**config.mk**
```make
export PLATFORM = sky130hd
export DESIGN_NAME = sim_ctrl_dev
export DESIGN_NICKNAME = d
export VERILOG_FILES = /design/src/rtl/sim_ctrl_pkg.sv /design/src/rtl/sim_ctrl_dev_fifo.sv /design/src/rtl/sim_ctrl_dev.sv
export SDC_FILE = /design/constraint.sdc
export NUM_CORES = 1
export LEC_CHECK = 0
export CAP_MARGIN = 25
export CORE_MARGIN = 2
export CORE_UTILIZATION = 45
export DETAILED_ROUTE_END_ITERATION = 12
export PLACE_DENSITY = 0.64
export SYNTH_ARGS = -nofsm -noshare
export SYNTH_HDL_FRONTEND = slang
export SYNTH_SLANG_ARGS = --single-unit
```
**constraint.sdc**
```tcl
create_clock -name clk -period 6.25 [get_ports clk]
set_input_delay 1.25 -clock clk [delete_from_list [all_inputs] [get_ports clk]]
set_output_delay 1.25 -clock clk [all_outputs]
set_load 0.02 [all_outputs]
```
**src/rtl/sim_ctrl_pkg.sv**
```systemverilog
// Shared definitions for the simulation control device: register offsets,
// STATUS bit positions and the completion state machine encoding.
package sim_ctrl_pkg;

    localparam logic [7:0] OFF_TOHOST   = 8'h00;
    localparam logic [7:0] OFF_CONSOLE  = 8'h04;
    localparam logic [7:0] OFF_CYCLE_LO = 8'h08;
    localparam logic [7:0] OFF_CYCLE_HI = 8'h0C;
    localparam logic [7:0] OFF_STATUS   = 8'h10;

    localparam int STAT_DONE    = 0;
    localparam int STAT_PASS    = 1;
    localparam int STAT_TIMEOUT = 2;
    localparam int STAT_EMPTY   = 3;
    localparam int STAT_FULL    = 4;

    typedef enum logic [1:0] {
        ST_RUN   = 2'd0,
        ST_DRAIN = 2'd1,
        ST_DONE  = 2'd2,
        ST_TMO   = 2'd3
    } state_e;

    function automatic logic [31:0] pack_status(input logic full, input logic empty,
                                                input logic tmo, input logic pass,
                                                input logic done);
        logic [31:0] s;
        s               = '0;
        s[STAT_FULL]    = full;
        s[STAT_EMPTY]   = empty;
        s[STAT_TIMEOUT] = tmo;
        s[STAT_PASS]    = pass;
        s[STAT_DONE]    = done;
        return s;
    endfunction

endpackage

```
**src/rtl/sim_ctrl_dev_fifo.sv**
```systemverilog
// Generic synchronous FIFO; data visible on data_o one cycle after a push into empty.
// A push while full is accepted only when a pop frees the slot in the same cycle.
module sync_fifo #(
    parameter int DEPTH = 16,
    parameter int WIDTH = 8
) (
    input  logic                     clk,
    input  logic                     rst,
    input  logic                     push_i,
    input  logic [WIDTH-1:0]         data_i,
    input  logic                     pop_i,
    output logic [WIDTH-1:0]         data_o,
    output logic                     full_o,
    output logic                     empty_o,
    output logic [$clog2(DEPTH):0]   count_o
);

    localparam int AW = $clog2(DEPTH);
    localparam logic [AW:0] FULL_CNT = (AW+1)'(DEPTH);

    logic [WIDTH-1:0] mem_q [DEPTH];
    logic [AW-1:0]    wr_ptr_q, wr_ptr_d;
    logic [AW-1:0]    rd_ptr_q, rd_ptr_d;
    logic [AW:0]      count_q, count_d;
    logic             do_push, do_pop;

    assign empty_o = (count_q == '0);
    assign full_o  = (count_q == FULL_CNT);
    assign count_o = count_q;
    assign data_o  = mem_q[rd_ptr_q];

    assign do_pop  = pop_i && !empty_o;
    assign do_push = push_i && (!full_o || do_pop);

    always_comb begin
        wr_ptr_d = wr_ptr_q;
        rd_ptr_d = rd_ptr_q;
        count_d  = count_q;
        if (do_push) wr_ptr_d = wr_ptr_q + 1'b1;
        if (do_pop)  rd_ptr_d = rd_ptr_q + 1'b1;
        case ({do_push, do_pop})
            2'b10:   count_d = count_q + 1'b1;
            2'b01:   count_d = count_q - 1'b1;
            default: count_d = count_q;
        endcase
    end

    always_ff @(posedge clk) begin
        if (rst) begin
            wr_ptr_q <= '0;
            rd_ptr_q <= '0;
            count_q  <= '0;
        end else begin
            wr_ptr_q <= wr_ptr_d;
            rd_ptr_q <= rd_ptr_d;
            count_q  <= count_d;
        end
    end

    always_ff @(posedge clk) begin
        if (do_push) mem_q[wr_ptr_q] <= data_i;
    end

endmodule

```
**src/rtl/sim_ctrl_dev.sv**
```systemverilog
// Bus-mapped test-completion, console and cycle-counter device; zero-wait reads.
// Only a CONSOLE write into a full FIFO is stalled (ready_o=0) until a byte drains.
module sim_ctrl_dev
    import sim_ctrl_pkg::*;
#(
    parameter int          FIFO_DEPTH = 16,
    parameter logic [31:0] TIMEOUT    = 32'd100000,
    parameter int          ADDR_W     = 5
) (
    input  logic              clk,
    input  logic              rst,
    input  logic              req_i,
    input  logic              we_i,
    input  logic [ADDR_W-1:0] addr_i,
    input  logic [31:0]       wdata_i,
    output logic              ready_o,
    output logic [31:0]       rdata_o,
    output logic [7:0]        char_o,
    output logic              char_valid_o,
    input  logic              char_ready_i,
    output logic              done_o,
    output logic              pass_o,
    output logic [30:0]       fail_code_o,
    output logic              timeout_o
);

    state_e       state_q, state_d;
    logic [31:0]  tohost_q, tohost_d;
    logic [63:0]  cycle_q, cycle_d;
    logic [31:0]  cycle_hi_q, cycle_hi_d;

    logic [7:0]   reg_off;
    logic         console_wr, tohost_wr, cycle_lo_rd, xfer, tmo_hit;
    logic         fifo_push, fifo_pop, fifo_full, fifo_empty;
    logic [7:0]   fifo_dout;
    logic [$clog2(FIFO_DEPTH):0] fifo_count;
    logic         unused_ok;

    assign reg_off = 8'({addr_i[ADDR_W-1:2], 2'b00});

    assign fifo_pop   = !fifo_empty && char_ready_i;
    assign console_wr = req_i && we_i && (reg_off == OFF_CONSOLE);
    assign ready_o    = req_i && !(console_wr && fifo_full && !fifo_pop);
    assign xfer       = req_i && ready_o;
    assign fifo_push  = xfer && console_wr;
    assign tohost_wr  = xfer && we_i && (reg_off == OFF_TOHOST);
    assign cycle_lo_rd = xfer && !we_i && (reg_off == OFF_CYCLE_LO);

    assign tmo_hit = (TIMEOUT != 32'd0) && (cycle_q == ({32'd0, TIMEOUT} - 64'd1));

    sync_fifo #(
        .DEPTH (FIFO_DEPTH),
        .WIDTH (8)
    ) u_fifo (
        .clk     (clk),
        .rst     (rst),
        .push_i  (fifo_push),
        .data_i  (wdata_i[7:0]),
        .pop_i   (fifo_pop),
        .data_o  (fifo_dout),
        .full_o  (fifo_full),
        .empty_o (fifo_empty),
        .count_o (fifo_count)
    );

    assign char_valid_o = !fifo_empty;
    assign char_o       = fifo_empty ? 8'h00 : fifo_dout;

    assign done_o      = (state_q == ST_DONE) || (state_q == ST_TMO);
    assign timeout_o   = (state_q == ST_TMO);
    assign pass_o      = (state_q == ST_DONE) && (tohost_q == 32'd1);
    assign fail_code_o = ((state_q == ST_DONE) && (tohost_q != 32'd1)) ? tohost_q[31:1] : '0;

    always_comb begin
        state_d    = state_q;
        tohost_d   = tohost_q;
        cycle_d    = cycle_q + 64'd1;
        cycle_hi_d = cycle_lo_rd ? cycle_q[63:32] : cycle_hi_q;
        unique case (state_q)
            ST_RUN: begin
                // The verdict is latched once; later TOHOST writes cannot rewrite it.
                if (tohost_wr) begin
                    tohost_d = wdata_i;
                    if (wdata_i != 32'd0) state_d = ST_DRAIN;
                end
            end
            ST_DRAIN: begin
                if (fifo_empty) state_d = ST_DONE;
            end
            default: state_d = state_q;
        endcase
        if (tmo_hit && ((state_q == ST_RUN) || (state_q == ST_DRAIN))) state_d = ST_TMO;
    end

    always_ff @(posedge clk) begin
        if (rst) begin
            state_q    <= ST_RUN;
            tohost_q   <= '0;
            cycle_q    <= '0;
            cycle_hi_q <= '0;
        end else begin
            state_q    <= state_d;
            tohost_q   <= tohost_d;
            cycle_q    <= cycle_d;
            cycle_hi_q <= cycle_hi_d;
        end
    end

    always_comb begin
        rdata_o = '0;
        if (req_i && !we_i) begin
            case (reg_off)
                OFF_TOHOST:   rdata_o = tohost_q;
                OFF_CYCLE_LO: rdata_o = cycle_q[31:0];
                OFF_CYCLE_HI: rdata_o = cycle_hi_q;
                OFF_STATUS:   rdata_o = pack_status(fifo_full, fifo_empty, timeout_o,
                                                    pass_o, done_o);
                default:      rdata_o = '0;
            endcase
        end
    end

    assign unused_ok = ^{addr_i[1:0], fifo_count};

endmodule

```
==> results of run 1 <==
## flip-flops by register name (all words and copies together), names as in the netlist, named ones only
register and flops:
u_fifo.wr_ptr_q 4, u_fifo.count_o 5, u_fifo.mem_q 128, u_fifo.rd_ptr_q 4, state_q 2, tohost_q 32, cycle_hi_q 32, cycle_q 64
## Yosys cell counts, types with 2 or more instances
cell                       count  area share (%)
sky130_fd_sc_hd__clkbuf_1     61             1.8
sky130_fd_sc_hd__and4_1        3            0.21
sky130_fd_sc_hd__xnor2_1      11            0.77
sky130_fd_sc_hd__ha_1         10            0.99
sky130_fd_sc_hd__nor4b_1       4            0.28
sky130_fd_sc_hd__buf_1         6            0.18
sky130_fd_sc_hd__xor2_1       25             1.7
sky130_fd_sc_hd__a21oi_1     106             4.2
sky130_fd_sc_hd__nor4_1       33             1.6
sky130_fd_sc_hd__mux4_2       40             7.2
sky130_fd_sc_hd__nand4_2       2            0.20
sky130_fd_sc_hd__a22oi_1      31             1.8
sky130_fd_sc_hd__buf_2         8            0.32
sky130_fd_sc_hd__nor2_2        2           0.099
sky130_fd_sc_hd__nor2b_1       2           0.099
sky130_fd_sc_hd__nand3b_1      4            0.24
sky130_fd_sc_hd__nand4_4       3            0.51
sky130_fd_sc_hd__nor3_1       12            0.48
sky130_fd_sc_hd__or4_1        31             1.8
sky130_fd_sc_hd__o21ai_0       7            0.28
sky130_fd_sc_hd__nor2_1      104             3.1
sky130_fd_sc_hd__nand3_1      22            0.87
sky130_fd_sc_hd__or2_2         4            0.20
sky130_fd_sc_hd__mux2i_1       4            0.32
sky130_fd_sc_hd__and3_1        7            0.35
sky130_fd_sc_hd__inv_1        14            0.42
sky130_fd_sc_hd__or3_1         7            0.35
sky130_fd_sc_hd__dfxtp_1     147              23
sky130_fd_sc_hd__a31oi_1       3            0.15
sky130_fd_sc_hd__mux2_2       31             2.8
sky130_fd_sc_hd__nand3_2       3            0.24
sky130_fd_sc_hd__nand4_1      24             1.2
sky130_fd_sc_hd__buf_6         2            0.18
sky130_fd_sc_hd__o31ai_1      34             2.0
sky130_fd_sc_hd__edfxtp_1    128              31
sky130_fd_sc_hd__nand2b_1      7            0.35
sky130_fd_sc_hd__nand2_1     173             5.2
sky130_fd_sc_hd__and2_1       44             2.2
## final timing paths
path,to,cells past startpoint
max,rdata_o[4],8
min,cycle_hi_q[17],2
max reg2reg,u_fifo.count_o[4],11
min reg2reg,cycle_hi_q[17],2
## metal layers
metal / track usage, % / up-vias
li1: - / 4494
met1: 33.5 / 4698
met2: 35.8 / 325
met3: 3.52 / 42
met4: 5.67 / 0
met5: 0 / -
## cell type report
| class | count | share of cell area (%) |
|---|---|---|
| clock buffer | 36 | 5.34 |
| clock inverter | 20 | 1.22 |
| inverter | 14 | 0.349 |
| multi-input combinational | 808 | 36.2 |
| sequential | 275 | 45.1 |
| tap | 378 | 3.14 |
| timing repair buffer | 132 | 8.71 |
## through the flow
stage                     instance area, um^2  std cells
after floorplan                         12600       1176
after global placement                  14000       1605
after detailed placement                14100       1607
after CTS                               15100       1663
after global routing                    15100       1663
final                                   15100       1663
## power groups by stage
stage | Clock, mW | Combinational [mW] | Sequential, mW
floorplan | 0 | 0.117 | 1.93
global route | 1.87 | 0.212 | 1.91
finish | 1.77 | 0.197 | 1.91
detailed placement | 0 | 0.196 | 1.95
global placement | 0 | 0.192 | 1.95
CTS | 1.79 | 0.197 | 1.91
## worst min-delay path, stage by stage, from the launching register on
cell	delay (ps)
sky130_fd_sc_hd__dfxtp_1	310
sky130_fd_sc_hd__nand2_1	50
sky130_fd_sc_hd__a21oi_1	50
## logic make-up (layout without fill, tap and decap cells)
| group | Yosys count | in the layout | share of synthesized area [%] |
|---|---|---|---|
| muxes | 75 | 75 | 10.2 |
| buffers and inverters | 93 | 202 | 3.01 |
| DFF | 275 | 275 | 53.9 |
| adders and majority gates | 10 | 10 | 0.994 |
| AOI/OAI and AO/OA | 190 | 190 | 9.18 |
| and+or+nand+nor | 497 | 497 | 20.2 |
| xor gates and xnor gates | 36 | 36 | 2.50 |
==> report_table.html, run 1 <==
<table>
<tr><th>Metric</th><th>Value</th></tr>
<tr><th colspan="2">Route</th></tr>
<tr><td>Final Routed Wirelength</td><td>33,900 um</td></tr>
<tr><td>Uppermost signal routing layer after detailed routing</td><td>met4</td></tr>
<tr><td>Total vias in the final route</td><td>9,559</td></tr>
<tr><td>Detail-routed via count per cell</td><td>roughly 5.7</td></tr>
<tr><td>Final ANT Viol Nets</td><td>0</td></tr>
<tr><td>1st-pass router iterations</td><td>5</td></tr>
<tr><td>Met1 wire length</td><td>15,400 um</td></tr>
<tr><td>Residual DRC</td><td>0</td></tr>
<tr><td>Total met2 wirelength after detailed routing</td><td>15,500 um</td></tr>
<tr><td>Detailed-routed wire length on met3</td><td>~2300 um</td></tr>
<tr><td>Iteration-0 DRC Markers</td><td>roughly 820</td></tr>
<tr><td>Wire length per cell after detailed routing</td><td>20.4 um</td></tr>
<tr><th colspan="2">Pwr</th></tr>
<tr><td>Clock power frac</td><td>45.7%</td></tr>
<tr><td>Gate power share</td><td>5.1%</td></tr>
<tr><td>Sw Pwr</td><td>0.856 mW</td></tr>
<tr><td>Power Density</td><td>257 nW/um^2</td></tr>
<tr><td>Post-route total power</td><td>around 3.9 mW</td></tr>
<tr><td>Register share of total power</td><td>between 40% and 50%</td></tr>
<tr><td>Peak supply drop</td><td>0.000172 V</td></tr>
<tr><td>Internal power</td><td>3.02 mW</td></tr>
<tr><td>Leakage</td><td>4.75 nW</td></tr>
<tr><td>Switching share of total power</td><td>22.1%</td></tr>
<tr><th colspan="2">STA</th></tr>
<tr><td>Final critical delay including setup and external delays</td><td>4990 ps</td></tr>
<tr><td>Setup repair after global routing missed its margin</td><td>no</td></tr>
<tr><td>Final slew viol count</td><td>0</td></tr>
<tr><td>Final setup violation count</td><td>0</td></tr>
<tr><td>Setup_tns</td><td>0 ps</td></tr>
<tr><td>Maximum frequency from static timing analysis</td><td>0.200 GHz</td></tr>
<tr><td>Worst Setup Slack, final</td><td>roughly 1300 ps</td></tr>
<tr><td>Final critical-path share of the clock period</td><td>79.8%</td></tr>
<tr><td>Slew at the pin closest to its max-slew limit</td><td>1010 ps</td></tr>
<tr><td>Maximum clock skew at final layout</td><td>approximately 11 ps</td></tr>
<tr><td>WHS</td><td>between 400 and 500 ps</td></tr>
<tr><td>Final number of hold-violating endpoints</td><td>0</td></tr>
<tr><td>Headroom to the max-slew limit</td><td>approximately 32%</td></tr>
<tr><th colspan="2">Clock network</th></tr>
<tr><td>Number of instances resized during post-cts repair</td><td>0</td></tr>
<tr><td>Clock insertion delay at the later pin of the skew report</td><td>550 ps</td></tr>
<tr><td>TritonCTS clock tree</td><td>yes</td></tr>
<tr><td>Count of hold buffers inserted by post-cts repair</td><td>0</td></tr>
<tr><td>Number of buffers inserted to repair setup after CTS</td><td>0</td></tr>
<tr><td>Master cell of the clock root buffer</td><td>sky130_fd_sc_hd__clkbuf_16</td></tr>
<tr><td>Clock sink count</td><td>275</td></tr>
<tr><td>H-tree depth</td><td>1</td></tr>
<tr><td>Clock-pin transition on the worst setup and hold timing paths</td><td>60 ps</td></tr>
<tr><td>CTS Buffer Depth</td><td>3</td></tr>
<tr><td>Clock buffers created by TritonCTS</td><td>30</td></tr>
<tr><th colspan="2">Final layout</th></tr>
<tr><td>Area of the multi-input gates</td><td>5440 um^2</td></tr>
<tr><td>Layout fillers</td><td>2,448</td></tr>
<tr><td>Final Net Count</td><td>1,313</td></tr>
<tr><td>Most common library cell in the layout ignoring fill and taps</td><td>sky130_fd_sc_hd__nand2_1</td></tr>
<tr><td>Most frequent cells in the layout</td><td>sky130_fd_sc_hd__nand2_1, sky130_fd_sc_hd__dfxtp_1, sky130_fd_sc_hd__edfxtp_1, sky130_fd_sc_hd__clkdlybuf4s50_1, sky130_fd_sc_hd__a21oi_1</td></tr>
<tr><td>Antenna cells</td><td>0</td></tr>
<tr><td>Final standard cell utilization of the core</td><td>between 50% and 60%</td></tr>
<tr><td>Fraction of final layout cells sized beyond drive strength 1</td><td>12.4%</td></tr>
<tr><td>Relative area change from synthesis to final layout</td><td>19.6%</td></tr>
<tr><td>Footprint of the flip-flops and latches</td><td>6790 um^2</td></tr>
<tr><th colspan="2">Setup path</th></tr>
<tr><td>Critical Path Sink Type</td><td>primary output</td></tr>
<tr><td>Register-to-register setup slack</td><td>approximately 3200 ps</td></tr>
<tr><td>Number of buffer and inverter stages on the critical path</td><td>4</td></tr>
<tr><td>Worst r2r src</td><td>u_fifo.count_o[1]</td></tr>
<tr><td>Biggest fanout along the worst timing path</td><td>34</td></tr>
<tr><td>Category of cells accounting for the largest share of critical-path delay</td><td>buffers and inverters</td></tr>
<tr><td>Crit path max-delay cell type</td><td>sky130_fd_sc_hd__clkdlybuf4s50_1</td></tr>
<tr><td>Kind of start point of the critical path</td><td>input port</td></tr>
<tr><td>Critical Path AT</td><td>3740 ps</td></tr>
<tr><td>Critical path start-end classification</td><td>in -&gt; out</td></tr>
<tr><td>Worst stage delay on the critical path</td><td>610 ps</td></tr>
<tr><td>First element of the critical path</td><td>addr_i[3]</td></tr>
<tr><td>Critical Path RT</td><td>5000 ps</td></tr>
<tr><td>Crit path cell chain</td><td>clkdlybuf4s50_1 -&gt; buf_4 -&gt; nor2_2 -&gt; buf_4 -&gt; a22oi_1 -&gt; o22a_1 -&gt; nor2_1 -&gt; clkdlybuf4s50_1</td></tr>
<tr><th colspan="2">Flow run</th></tr>
<tr><td>Number of max-cap violations</td><td>0</td></tr>
<tr><th colspan="2">GRT</th></tr>
<tr><td>Global-route wire length before repair</td><td>51,500 um</td></tr>
<tr><td>Global-route usage over all layers</td><td>between 20 and 25%</td></tr>
<tr><td>Number of global-route vias before repair</td><td>just under 9,000</td></tr>
<tr><td>Largest net degree at the start of global routing</td><td>66</td></tr>
<tr><td>Number of antenna violations at the first check in global routing</td><td>1</td></tr>
<tr><td>Grt ovf</td><td>0</td></tr>
<tr><th colspan="2">Synthesis</th></tr>
<tr><td>Post-synth ARST share</td><td>0%</td></tr>
<tr><td>Number of enable flip-flop cells after synthesis</td><td>128</td></tr>
<tr><td>Most used flip-flop cell after synthesis</td><td>sky130_fd_sc_hd__dfxtp_1</td></tr>
<tr><td>Sequential cell area fraction in the yosys report</td><td>about 54%</td></tr>
<tr><td>Post-synth design cell area</td><td>12,600 um^2</td></tr>
<tr><td>Average cell area after synthesis</td><td>10.7 um^2</td></tr>
<tr><td>Cell variety after synth</td><td>55</td></tr>
<tr><td>Synthesized Nets</td><td>1,228</td></tr>
<tr><td>Register bit count reported by yosys</td><td>about 280</td></tr>
<tr><td>Post-synthesis cell count</td><td>around 1,200</td></tr>
<tr><td>Warning count from the yosys run</td><td>0</td></tr>
<tr><th colspan="2">Min path</th></tr>
<tr><td>Startpoint of the tightest hold check path</td><td>cycle_hi_q[17]</td></tr>
<tr><td>Worst min path class</td><td>reg -&gt; reg</td></tr>
<tr><th colspan="2">Placed design</th></tr>
<tr><td>Weighted congestion reported at the end of routability-driven placement</td><td>a little over 0.8</td></tr>
<tr><td>Number of port buffers</td><td>115</td></tr>
<tr><td>Worst-case setup slack after placement</td><td>about 1300 ps</td></tr>
<tr><td>Post-DP HPWL</td><td>around 23,000 um</td></tr>
<tr><th colspan="2">Floorplan</th></tr>
<tr><td>Site row count</td><td>61</td></tr>
<tr><td>Die boundary height</td><td>roughly 170 um</td></tr>
<tr><td>Number of ports placed on the die boundary</td><td>118</td></tr>
<tr><td>Floorplan Core Area</td><td>around 28,000 um^2</td></tr>
<tr><td>Initial core utilization</td><td>~45%</td></tr>
<tr><td>Width of the chip</td><td>171 um</td></tr>
<tr><td>Area of the die</td><td>around 29,000 um^2</td></tr>
<tr><th colspan="2">Run status</th></tr>
<tr><td>Outcome</td><td>finished, final reports clean</td></tr>
</table>
No activity file was read; power rests on OpenSTA's default activity.
==> run 2: changes to the inputs <==
==> constraint.sdc (replaced) <==
create_clock -name clk -period 5 [get_ports clk]
set_input_delay 1 -clock clk [delete_from_list [all_inputs] [get_ports clk]]
set_output_delay 1 -clock clk [all_outputs]
set_load 0.02 [all_outputs]
==> run 2 against run 1 <==
  * Die area stayed put
  * Power is 21% higher
  * Register-to-register slack worse by 1100 ps
  * Combinational power is 30% higher
  * Critical path type unchanged
  * Highest routed layer unchanged
==> report_table.html, run 2 (synthesis results as in run 1) <==
<table>
<tr><th>Metric</th><th>Value</th></tr>
<tr><th colspan="2">Pwr</th></tr>
<tr><td>Clock power frac</td><td>43.9% (-1.8 points)</td></tr>
<tr><td>Gate power share</td><td>5.5% (+0.4 points)</td></tr>
<tr><td>Register share of total power</td><td>50.6% (+1.4 points)</td></tr>
<tr><td>Sw Pwr</td><td>1.03 mW (+20%)</td></tr>
<tr><td>Leakage</td><td>4.74 nW (-0.19%)</td></tr>
<tr><td>Power Density</td><td>313 nW/um^2 (+22%)</td></tr>
<tr><td>Peak supply drop</td><td>0.000233 V (+36%)</td></tr>
<tr><td>Switching share of total power</td><td>21.8% (-0.27 points)</td></tr>
<tr><td>Internal power</td><td>3.67 mW (+22%)</td></tr>
<tr><th colspan="2">Final layout</th></tr>
<tr><td>Most common library cell in the layout ignoring fill and taps</td><td>sky130_fd_sc_hd__nand2_1</td></tr>
<tr><td>Largest register by flop count</td><td>u_fifo.mem_q</td></tr>
<tr><td>Layout fillers</td><td>2,367 (-3.3%)</td></tr>
<tr><td>Biggest regs</td><td>u_fifo.mem_q: 128 flops, cycle_q: 64 flops</td></tr>
<tr><td>Number of flip-flops under the largest register name</td><td>128 (unchanged)</td></tr>
<tr><td>Relative area change from synthesis to final layout</td><td>19.2%</td></tr>
<tr><td>Fraction of final layout cells sized beyond drive strength 1</td><td>12.3% (-0.058 points)</td></tr>
<tr><td>Antenna cells</td><td>0 (unchanged)</td></tr>
<tr><td>Final Net Count</td><td>1,319 (+0.46%)</td></tr>
<tr><td>Most frequent cells in the layout</td><td>sky130_fd_sc_hd__nand2_1, sky130_fd_sc_hd__dfxtp_1, sky130_fd_sc_hd__edfxtp_1, sky130_fd_sc_hd__clkdlybuf4s50_1, sky130_fd_sc_hd__a21oi_1</td></tr>
<tr><th colspan="2">GRT</th></tr>
<tr><td>Grt ovf</td><td>0 (unchanged)</td></tr>
<tr><td>Number of antenna violations at the first check in global routing</td><td>0 (-1)</td></tr>
<tr><td>Largest net degree at the start of global routing</td><td>83 (+26%)</td></tr>
<tr><td>Global-route usage over all layers</td><td>23.0% (+0.071 points)</td></tr>
<tr><td>Global-route wire length before repair</td><td>52,000 um (+1.0%)</td></tr>
<tr><td>Number of global-route vias before repair</td><td>8,959 (+1.4%)</td></tr>
<tr><th colspan="2">Setup path</th></tr>
<tr><td>Register-to-register setup slack</td><td>2070 ps (-1130 ps)</td></tr>
<tr><td>Critical path start-end classification</td><td>in -&gt; out</td></tr>
<tr><td>Worst stage delay on the critical path</td><td>660 ps (+50 ps)</td></tr>
<tr><td>Critical register-to-register path endpoint</td><td>u_fifo.count_o[4]</td></tr>
<tr><td>Worst r2r src</td><td>u_fifo.count_o[2]</td></tr>
<tr><td>Critical Path AT</td><td>3470 ps (-270 ps)</td></tr>
<tr><td>Logic depth of the worst setup path including buffers</td><td>6 (-2)</td></tr>
<tr><td>Last element of the critical path</td><td>rdata_o[21]</td></tr>
<tr><td>Biggest fanout along the worst timing path</td><td>27 (-21%)</td></tr>
<tr><td>First element of the critical path</td><td>addr_i[4]</td></tr>
<tr><td>Number of buffer and inverter stages on the critical path</td><td>2 (-2)</td></tr>
<tr><td>Critical Path Sink Type</td><td>primary output</td></tr>
<tr><td>Dominant cell type by count on the critical path</td><td>sky130_fd_sc_hd__clkdlybuf4s50_1</td></tr>
<tr><td>Critical Path RT</td><td>4000 ps (-1000 ps)</td></tr>
<tr><td>Kind of start point of the critical path</td><td>input port</td></tr>
<tr><td>Crit path max-delay cell type</td><td>sky130_fd_sc_hd__clkdlybuf4s50_1</td></tr>
<tr><td>Crit path cell chain</td><td>clkdlybuf4s50_1 -&gt; a21oi_1 -&gt; nand2_1 -&gt; or2_2 -&gt; nor2_1 -&gt; clkdlybuf4s50_1</td></tr>
<tr><td>Worst Reg2Reg Path Length in Cells</td><td>12 (+1)</td></tr>
<tr><td>Category of cells accounting for the largest share of critical-path delay</td><td>buffers and inverters</td></tr>
<tr><th colspan="2">STA</th></tr>
<tr><td>WHS</td><td>453 ps (-0.00700 ps)</td></tr>
<tr><td>Headroom to the max-slew limit</td><td>33.6% (+1.3 points)</td></tr>
<tr><td>Setup repair after global routing missed its margin</td><td>no</td></tr>
<tr><td>Final critical-path share of the clock period</td><td>89.3%</td></tr>
<tr><td>Final slew viol count</td><td>0 (unchanged)</td></tr>
<tr><td>Worst Setup Slack, final</td><td>533 ps (-727 ps)</td></tr>
<tr><td>Final setup violation count</td><td>0 (unchanged)</td></tr>
<tr><td>Maximum clock skew at final layout</td><td>9.46 ps (-1.06 ps)</td></tr>
<tr><td>Setup_tns</td><td>0 ps (unchanged)</td></tr>
<tr><td>Maximum frequency from static timing analysis</td><td>0.224 GHz</td></tr>
<tr><td>Final critical delay including setup and external delays</td><td>around 4500 ps</td></tr>
<tr><td>Final number of hold-violating endpoints</td><td>0 (unchanged)</td></tr>
<tr><td>Slew at the pin closest to its max-slew limit</td><td>993 ps (-18.7 ps)</td></tr>
<tr><th colspan="2">Route</th></tr>
<tr><td>Wire length per cell after detailed routing</td><td>20.0 um (-1.7%)</td></tr>
<tr><td>Residual DRC</td><td>0 (unchanged)</td></tr>
<tr><td>Iteration-0 DRC Markers</td><td>858 (+4.8%)</td></tr>
<tr><td>Detail-routed via count per cell</td><td>5.76 (+0.13%)</td></tr>
<tr><td>Final Routed Wirelength</td><td>33,400 um (-1.4%)</td></tr>
<tr><td>Total vias in the final route</td><td>9,606 (+0.49%)</td></tr>
<tr><td>1st-pass router iterations</td><td>6 (+1)</td></tr>
<tr><td>Final ANT Viol Nets</td><td>0 (unchanged)</td></tr>
<tr><th colspan="2">Clock network</th></tr>
<tr><td>Clock insertion delay at the later pin of the skew report</td><td>550 ps (about the same)</td></tr>
<tr><td>Number of instances resized during post-cts repair</td><td>0 (unchanged)</td></tr>
<tr><td>Clock-pin transition on the worst setup and hold timing paths</td><td>60 ps (about the same)</td></tr>
<tr><td>Number of buffers inserted to repair setup after CTS</td><td>0 (unchanged)</td></tr>
<tr><td>CTS Buffer Depth</td><td>3 (unchanged)</td></tr>
<tr><td>H-tree depth</td><td>1 (unchanged)</td></tr>
<tr><td>TritonCTS clock tree</td><td>yes</td></tr>
<tr><td>Count of hold buffers inserted by post-cts repair</td><td>0 (unchanged)</td></tr>
<tr><td>Master cell of the clock root buffer</td><td>sky130_fd_sc_hd__clkbuf_16</td></tr>
<tr><td>Clock sink count</td><td>275 (unchanged)</td></tr>
<tr><td>Clock buffers created by TritonCTS</td><td>30 (unchanged)</td></tr>
<tr><th colspan="2">Min path</th></tr>
<tr><td>Worst min path class</td><td>reg -&gt; reg</td></tr>
<tr><td>Startpoint of the tightest hold check path</td><td>cycle_hi_q[6]</td></tr>
<tr><th colspan="2">Floorplan</th></tr>
<tr><td>Area of the die</td><td>29,300 um^2 (unchanged)</td></tr>
<tr><td>Initial core utilization</td><td>45.5% (unchanged)</td></tr>
<tr><td>Width of the chip</td><td>171 um (unchanged)</td></tr>
<tr><td>Floorplan Core Area</td><td>27,700 um^2 (unchanged)</td></tr>
<tr><td>Site row count</td><td>61 (unchanged)</td></tr>
<tr><td>Number of ports placed on the die boundary</td><td>118 (unchanged)</td></tr>
<tr><td>Die boundary height</td><td>171 um (unchanged)</td></tr>
<tr><th colspan="2">Placed design</th></tr>
<tr><td>Worst-case setup slack after placement</td><td>586 ps (-718 ps)</td></tr>
<tr><td>Weighted congestion reported at the end of routability-driven placement</td><td>0.849 (+2.5%)</td></tr>
<tr><td>Post-DP HPWL</td><td>23,100 um (-0.82%)</td></tr>
<tr><td>Number of port buffers</td><td>115 (unchanged)</td></tr>
<tr><th colspan="2">Run status</th></tr>
<tr><td>Outcome</td><td>finished, final reports clean</td></tr>
<tr><th colspan="2">Flow run</th></tr>
<tr><td>Number of max-cap violations</td><td>0 (unchanged)</td></tr>
</table>
run 2: changes by cell type in the layout (fill, tap and decap cells not counted), sizes merged:
cell	change
bufinv	-2
inv	-1
buf	+6
clkbuf	+6
clkinv	-2
clkinvlp	-1
run 2: worst min path at each step:
stage                endpoint  slack, ps  cells past startpoint
3_5_place_dp    cycle_hi_q[6]        450                      2
4_1_cts        cycle_hi_q[27]        450                      2
3_3_place_gp   cycle_hi_q[30]        440                      2
5_1_grt         cycle_hi_q[5]        470                      2
6_report        cycle_hi_q[6]        450                      2
2_1_floorplan  cycle_hi_q[10]        430                      2
run 2: tightest hold or removal path, stage by stage, from the launching register on:
cell                      delay [ps]
sky130_fd_sc_hd__dfxtp_1         310
sky130_fd_sc_hd__nand2_1          50
sky130_fd_sc_hd__a21oi_1          50
run 2: per-layer routing:
| metal | global-route usage, % | up-vias | routed length [um] |
|---|---|---|---|
| met1 | 33.8 | 4605 | 15000 |
| li1 | - | 4528 | - |
| met3 | 4.00 | 73 | 2620 |
| met4 | 7.59 | 0 | 1140 |
| met5 | 0 | - | 0 |
| met2 | 34.5 | 400 | 14700 |
run 2: through the flow:
stage          area, um^2  power, mW  utilization [%]  instances
2_1_floorplan       12600       2.56                -       1176
3_3_place_gp        14100       2.68             50.8       1612
3_5_place_dp        14100       2.68             50.9       1613
4_1_cts             15000       4.73             54.2       1669
5_1_grt             15000       4.84             54.2       1669
6_report            15000       4.69             54.2       1669
run 2: area by class of cell:
cell class                      instances  area (um^2)  area share [%]
Sequential cell                       275         6790            45.2
Multi-Input combinational cell        808         5440            36.3
Timing Repair Buffer                  138         1340            8.90
Clock buffer                           42          827            5.51
Tap cell                              378          473            3.15
Clock inverter                         14         92.6           0.617
Inverter                               14         52.6           0.350
run 2: power groups by stage:
stage / logic [mW] / clock network (mW) / registers (mW)
2_1_floorplan: 0.146 / 0 / 2.42
3_3_place_gp: 0.253 / 0 / 2.42
3_5_place_dp: 0.257 / 0 / 2.42
4_1_cts: 0.258 / 2.09 / 2.37
5_1_grt: 0.278 / 2.18 / 2.38
6_report: 0.257 / 2.06 / 2.37
==> run 3: changes to the inputs <==
--- a/config.mk
+++ b/config.mk
@@ -9,6 +9,7 @@
 export CORE_MARGIN = 2
 export CORE_UTILIZATION = 45
 export DETAILED_ROUTE_END_ITERATION = 12
+export GPL_TIMING_DRIVEN = 0
 export PLACE_DENSITY = 0.64
 export SYNTH_ARGS = -nofsm -noshare
 export SYNTH_HDL_FRONTEND = slang
==> run 3 against run 2 <==
  * Critical path depth is 3 higher
  * Fmax is 9.4% lower
  * Clock-buffer cell count is 5 lower
  * Sequential power hardly changed
  * Non-clock buffer count is 61 higher
  * Power is 4.1% higher
==> report_table.html, run 3 (synthesis results as in run 1) <==
<table>
<tr><th>Metric</th><th>Value</th></tr>
<tr><th colspan="2">Clock network</th></tr>
<tr><td>Number of buffers inserted to repair setup after CTS</td><td>0 (unchanged)</td></tr>
<tr><td>Clock sink count</td><td>275 (unchanged)</td></tr>
<tr><td>Clock-pin transition on the worst setup and hold timing paths</td><td>60 ps (about the same)</td></tr>
<tr><td>Clock insertion delay at the later pin of the skew report</td><td>560 ps (about the same)</td></tr>
<tr><td>Count of hold buffers inserted by post-cts repair</td><td>0 (unchanged)</td></tr>
<tr><td>Clock buffers created by TritonCTS</td><td>29 (-3.3%)</td></tr>
<tr><td>TritonCTS clock tree</td><td>yes</td></tr>
<tr><td>CTS Buffer Depth</td><td>3 (unchanged)</td></tr>
<tr><td>H-tree depth</td><td>1 (unchanged)</td></tr>
<tr><td>Master cell of the clock root buffer</td><td>sky130_fd_sc_hd__clkbuf_16</td></tr>
<tr><th colspan="2">Setup path</th></tr>
<tr><td>Critical Path Sink Type</td><td>primary output</td></tr>
<tr><td>Critical path start-end classification</td><td>in -&gt; out</td></tr>
<tr><td>Biggest fanout along the worst timing path</td><td>10 (-63%)</td></tr>
<tr><td>Crit path cell chain</td><td>clkdlybuf4s50_1 -&gt; clkbuf_2 -&gt; nand2b_1 -&gt; nand2_1 -&gt; or2_2 -&gt; clkbuf_1 -&gt; buf_2 -&gt; nor2_1 -&gt; clkdlybuf4s50_1</td></tr>
<tr><td>Critical Path AT</td><td>3930 ps (+460 ps)</td></tr>
<tr><td>Worst stage delay on the critical path</td><td>660 ps (about the same)</td></tr>
<tr><td>Crit path max-delay cell type</td><td>sky130_fd_sc_hd__clkdlybuf4s50_1</td></tr>
<tr><td>Dominant cell type by count on the critical path</td><td>sky130_fd_sc_hd__clkdlybuf4s50_1</td></tr>
<tr><td>Kind of start point of the critical path</td><td>input port</td></tr>
<tr><td>Critical Path RT</td><td>4000 ps (about the same)</td></tr>
<tr><th colspan="2">Route</th></tr>
<tr><td>1st-pass router iterations</td><td>6 (unchanged)</td></tr>
<tr><td>Iteration-0 DRC Markers</td><td>1,048 (+22%)</td></tr>
<tr><td>Detail-routed via count per cell</td><td>5.75 (about the same)</td></tr>
<tr><td>Final ANT Viol Nets</td><td>0 (unchanged)</td></tr>
<tr><td>Wire length per cell after detailed routing</td><td>21.5 um (+7.2%)</td></tr>
<tr><td>Residual DRC</td><td>0 (unchanged)</td></tr>
<tr><td>Final Routed Wirelength</td><td>37,100 um (+11%)</td></tr>
<tr><td>Total vias in the final route</td><td>9,941 (+3.5%)</td></tr>
<tr><th colspan="2">Final layout</th></tr>
<tr><td>Post-route cell area</td><td>15,300 um^2 (+1.6%)</td></tr>
<tr><td>Largest register by flop count</td><td>u_fifo.mem_q</td></tr>
<tr><td>Antenna cells</td><td>0 (unchanged)</td></tr>
<tr><td>Final standard cell utilization of the core</td><td>55.0% (+0.86 points)</td></tr>
<tr><td>Number of flip-flops under the largest register name</td><td>128 (unchanged)</td></tr>
<tr><td>Final Net Count</td><td>1,379 (+4.5%)</td></tr>
<tr><td>Fraction of final layout cells sized beyond drive strength 1</td><td>11.6% (-0.76 points)</td></tr>
<tr><td>Most common library cell in the layout ignoring fill and taps</td><td>sky130_fd_sc_hd__nand2_1</td></tr>
<tr><td>Layout fillers</td><td>2,418 (+2.2%)</td></tr>
<tr><td>Relative area change from synthesis to final layout</td><td>21.1%</td></tr>
<tr><td>Most frequent cells in the layout</td><td>sky130_fd_sc_hd__nand2_1, sky130_fd_sc_hd__dfxtp_1, sky130_fd_sc_hd__edfxtp_1, sky130_fd_sc_hd__clkdlybuf4s50_1, sky130_fd_sc_hd__a21oi_1</td></tr>
<tr><td>Biggest regs</td><td>u_fifo.mem_q: 128 flops, cycle_q: 64 flops</td></tr>
<tr><th colspan="2">Floorplan</th></tr>
<tr><td>Area of the die</td><td>29,300 um^2 (unchanged)</td></tr>
<tr><td>Floorplan Core Area</td><td>27,700 um^2 (unchanged)</td></tr>
<tr><td>Initial core utilization</td><td>45.5% (unchanged)</td></tr>
<tr><td>Site row count</td><td>61 (unchanged)</td></tr>
<tr><td>Width of the chip</td><td>171 um (unchanged)</td></tr>
<tr><td>Number of ports placed on the die boundary</td><td>118 (unchanged)</td></tr>
<tr><td>Die boundary height</td><td>171 um (unchanged)</td></tr>
<tr><th colspan="2">Min path</th></tr>
<tr><td>Worst min path class</td><td>reg -&gt; reg</td></tr>
<tr><th colspan="2">STA</th></tr>
<tr><td>Slew at the pin closest to its max-slew limit</td><td>1030 ps (+40.1 ps)</td></tr>
<tr><td>Maximum clock skew at final layout</td><td>11.8 ps (+2.30 ps)</td></tr>
<tr><td>Final critical-path share of the clock period</td><td>98.7% (+9.3 points)</td></tr>
<tr><td>Setup repair after global routing missed its margin</td><td>no</td></tr>
<tr><td>Final slew viol count</td><td>0 (unchanged)</td></tr>
<tr><td>Maximum frequency from static timing analysis</td><td>0.203 GHz (-9.4%)</td></tr>
<tr><td>Final setup violation count</td><td>0 (unchanged)</td></tr>
<tr><td>Final critical delay including setup and external delays</td><td>4930 ps (+466 ps)</td></tr>
<tr><td>Final number of hold-violating endpoints</td><td>0 (unchanged)</td></tr>
<tr><td>Headroom to the max-slew limit</td><td>30.5% (-3.1 points)</td></tr>
<tr><th colspan="2">GRT</th></tr>
<tr><td>Grt ovf</td><td>0 (unchanged)</td></tr>
<tr><td>Global-route wire length before repair</td><td>55,700 um (+7.1%)</td></tr>
<tr><td>Number of antenna violations at the first check in global routing</td><td>1 (+1)</td></tr>
<tr><td>Global-route usage over all layers</td><td>25.1% (+2.1 points)</td></tr>
<tr><td>Largest net degree at the start of global routing</td><td>19 (-77%)</td></tr>
<tr><td>Number of global-route vias before repair</td><td>9,318 (+4.0%)</td></tr>
<tr><th colspan="2">Placed design</th></tr>
<tr><td>Post-DP HPWL</td><td>27,000 um (+17%)</td></tr>
<tr><td>Placed Instance Area</td><td>14,200 um^2 (+1.1%)</td></tr>
<tr><td>Weighted congestion reported at the end of routability-driven placement</td><td>0.921 (+8.4%)</td></tr>
<tr><td>Number of port buffers</td><td>115 (unchanged)</td></tr>
<tr><th colspan="2">Pwr</th></tr>
<tr><td>Sw Pwr</td><td>1.08 mW (+5.6%)</td></tr>
<tr><td>Gate power share</td><td>5.6% (about the same)</td></tr>
<tr><td>Internal power</td><td>3.81 mW (+3.7%)</td></tr>
<tr><td>Switching share of total power</td><td>22.1% (+0.30 points)</td></tr>
<tr><td>Clock power frac</td><td>45.9% (+2.0 points)</td></tr>
<tr><td>Peak supply drop</td><td>0.000309 V (+33%)</td></tr>
<tr><td>Register share of total power</td><td>48.5% (-2.1 points)</td></tr>
<tr><td>Leakage</td><td>4.83 nW (+1.9%)</td></tr>
<tr><td>Power Density</td><td>321 nW/um^2 (+2.5%)</td></tr>
<tr><th colspan="2">Flow run</th></tr>
<tr><td>Number of max-cap violations</td><td>0 (unchanged)</td></tr>
<tr><th colspan="2">Run status</th></tr>
<tr><td>Outcome</td><td>finished, final reports clean</td></tr>
</table>
[run 3: changes by cell type in the layout (fill, tap and decap cells not counted), moves of 4 or more]
cell / previous run / this run
sky130_fd_sc_hd__buf_1: 0 / 5
sky130_fd_sc_hd__buf_2: 1 / 11
sky130_fd_sc_hd__clkinv_1: 6 / 2
sky130_fd_sc_hd__clkbuf_1: 10 / 64
sky130_fd_sc_hd__buf_4: 23 / 4
[run 3: power groups by stage]
stage | logic [mW] | registers [mW] | clock network (mW)
after floorplan | 0.146 | 2.42 | 0
after global placement | 0.268 | 2.42 | 0
after detailed placement | 0.272 | 2.42 | 0
after CTS | 0.273 | 2.37 | 2.26
after global routing | 0.293 | 2.37 | 2.36
final | 0.274 | 2.37 | 2.24
[run 3: layout make-up]
cell class                 count  area [um^2]  area share [%]
buffer                        79          329            2.16
multi-input combinational    808         5430            35.6
sequential                   275         6790            44.5
clock inverter                17          203            1.33
clock buffer                  37          796            5.22
inverter                      14         52.6           0.345
timing repair buffer         120         1180            7.76
tap                          378          473            3.10
[run 3: metrics by stage]
step / setup TNS [ps] / instances / setup WS [ps] / hold WS, ps / power [mW]
after CTS: 0 / 1728 / 58.7 / 455 / 4.91
final: 0 / 1728 / 67.3 / 457 / 4.89
after global placement: -481 / 1669 / -122 / 439 / 2.69
after detailed placement: -379 / 1674 / -105 / 446 / 2.69
after global routing: 0 / 1728 / 37.4 / 476 / 5.03
after floorplan: 0 / 1176 / 1490 / 433 / 2.56
[run 3: metal layers]
metal  wire [um]  global-route usage (%)  share of wire, %  up-vias
met1       17000                    37.6                46     4855
met2       16800                    38.8                45      403
met3        2610                    3.31               7.0       45
met4         694                    5.90               1.9        0
li1            -                       -                 -     4638
met5           0                       0                 0        -
[run 3: repair_timing]
action	CTS	global route
endpoints found under the hold margin	0	0
resized for setup	1	2
endpoints found under the setup margin	9	6
[run 3: final timing paths]
kind,start,endpoint,slack (ps),depth (start not counted)
setup reg to reg,u_fifo.count_o[1],u_fifo.count_o[4],1590,13
hold / removal,cycle_hi_q[14],cycle_hi_q[14],460,2
hold reg to reg,cycle_hi_q[14],cycle_hi_q[14],460,2
setup / recovery,addr_i[3],rdata_o[13],70,9
[run 3: worst max-delay path: cells and delay by family]
kind / cells / cell delay (ps)
buf+inv: 5 / 2020
simple gates: 4 / 910
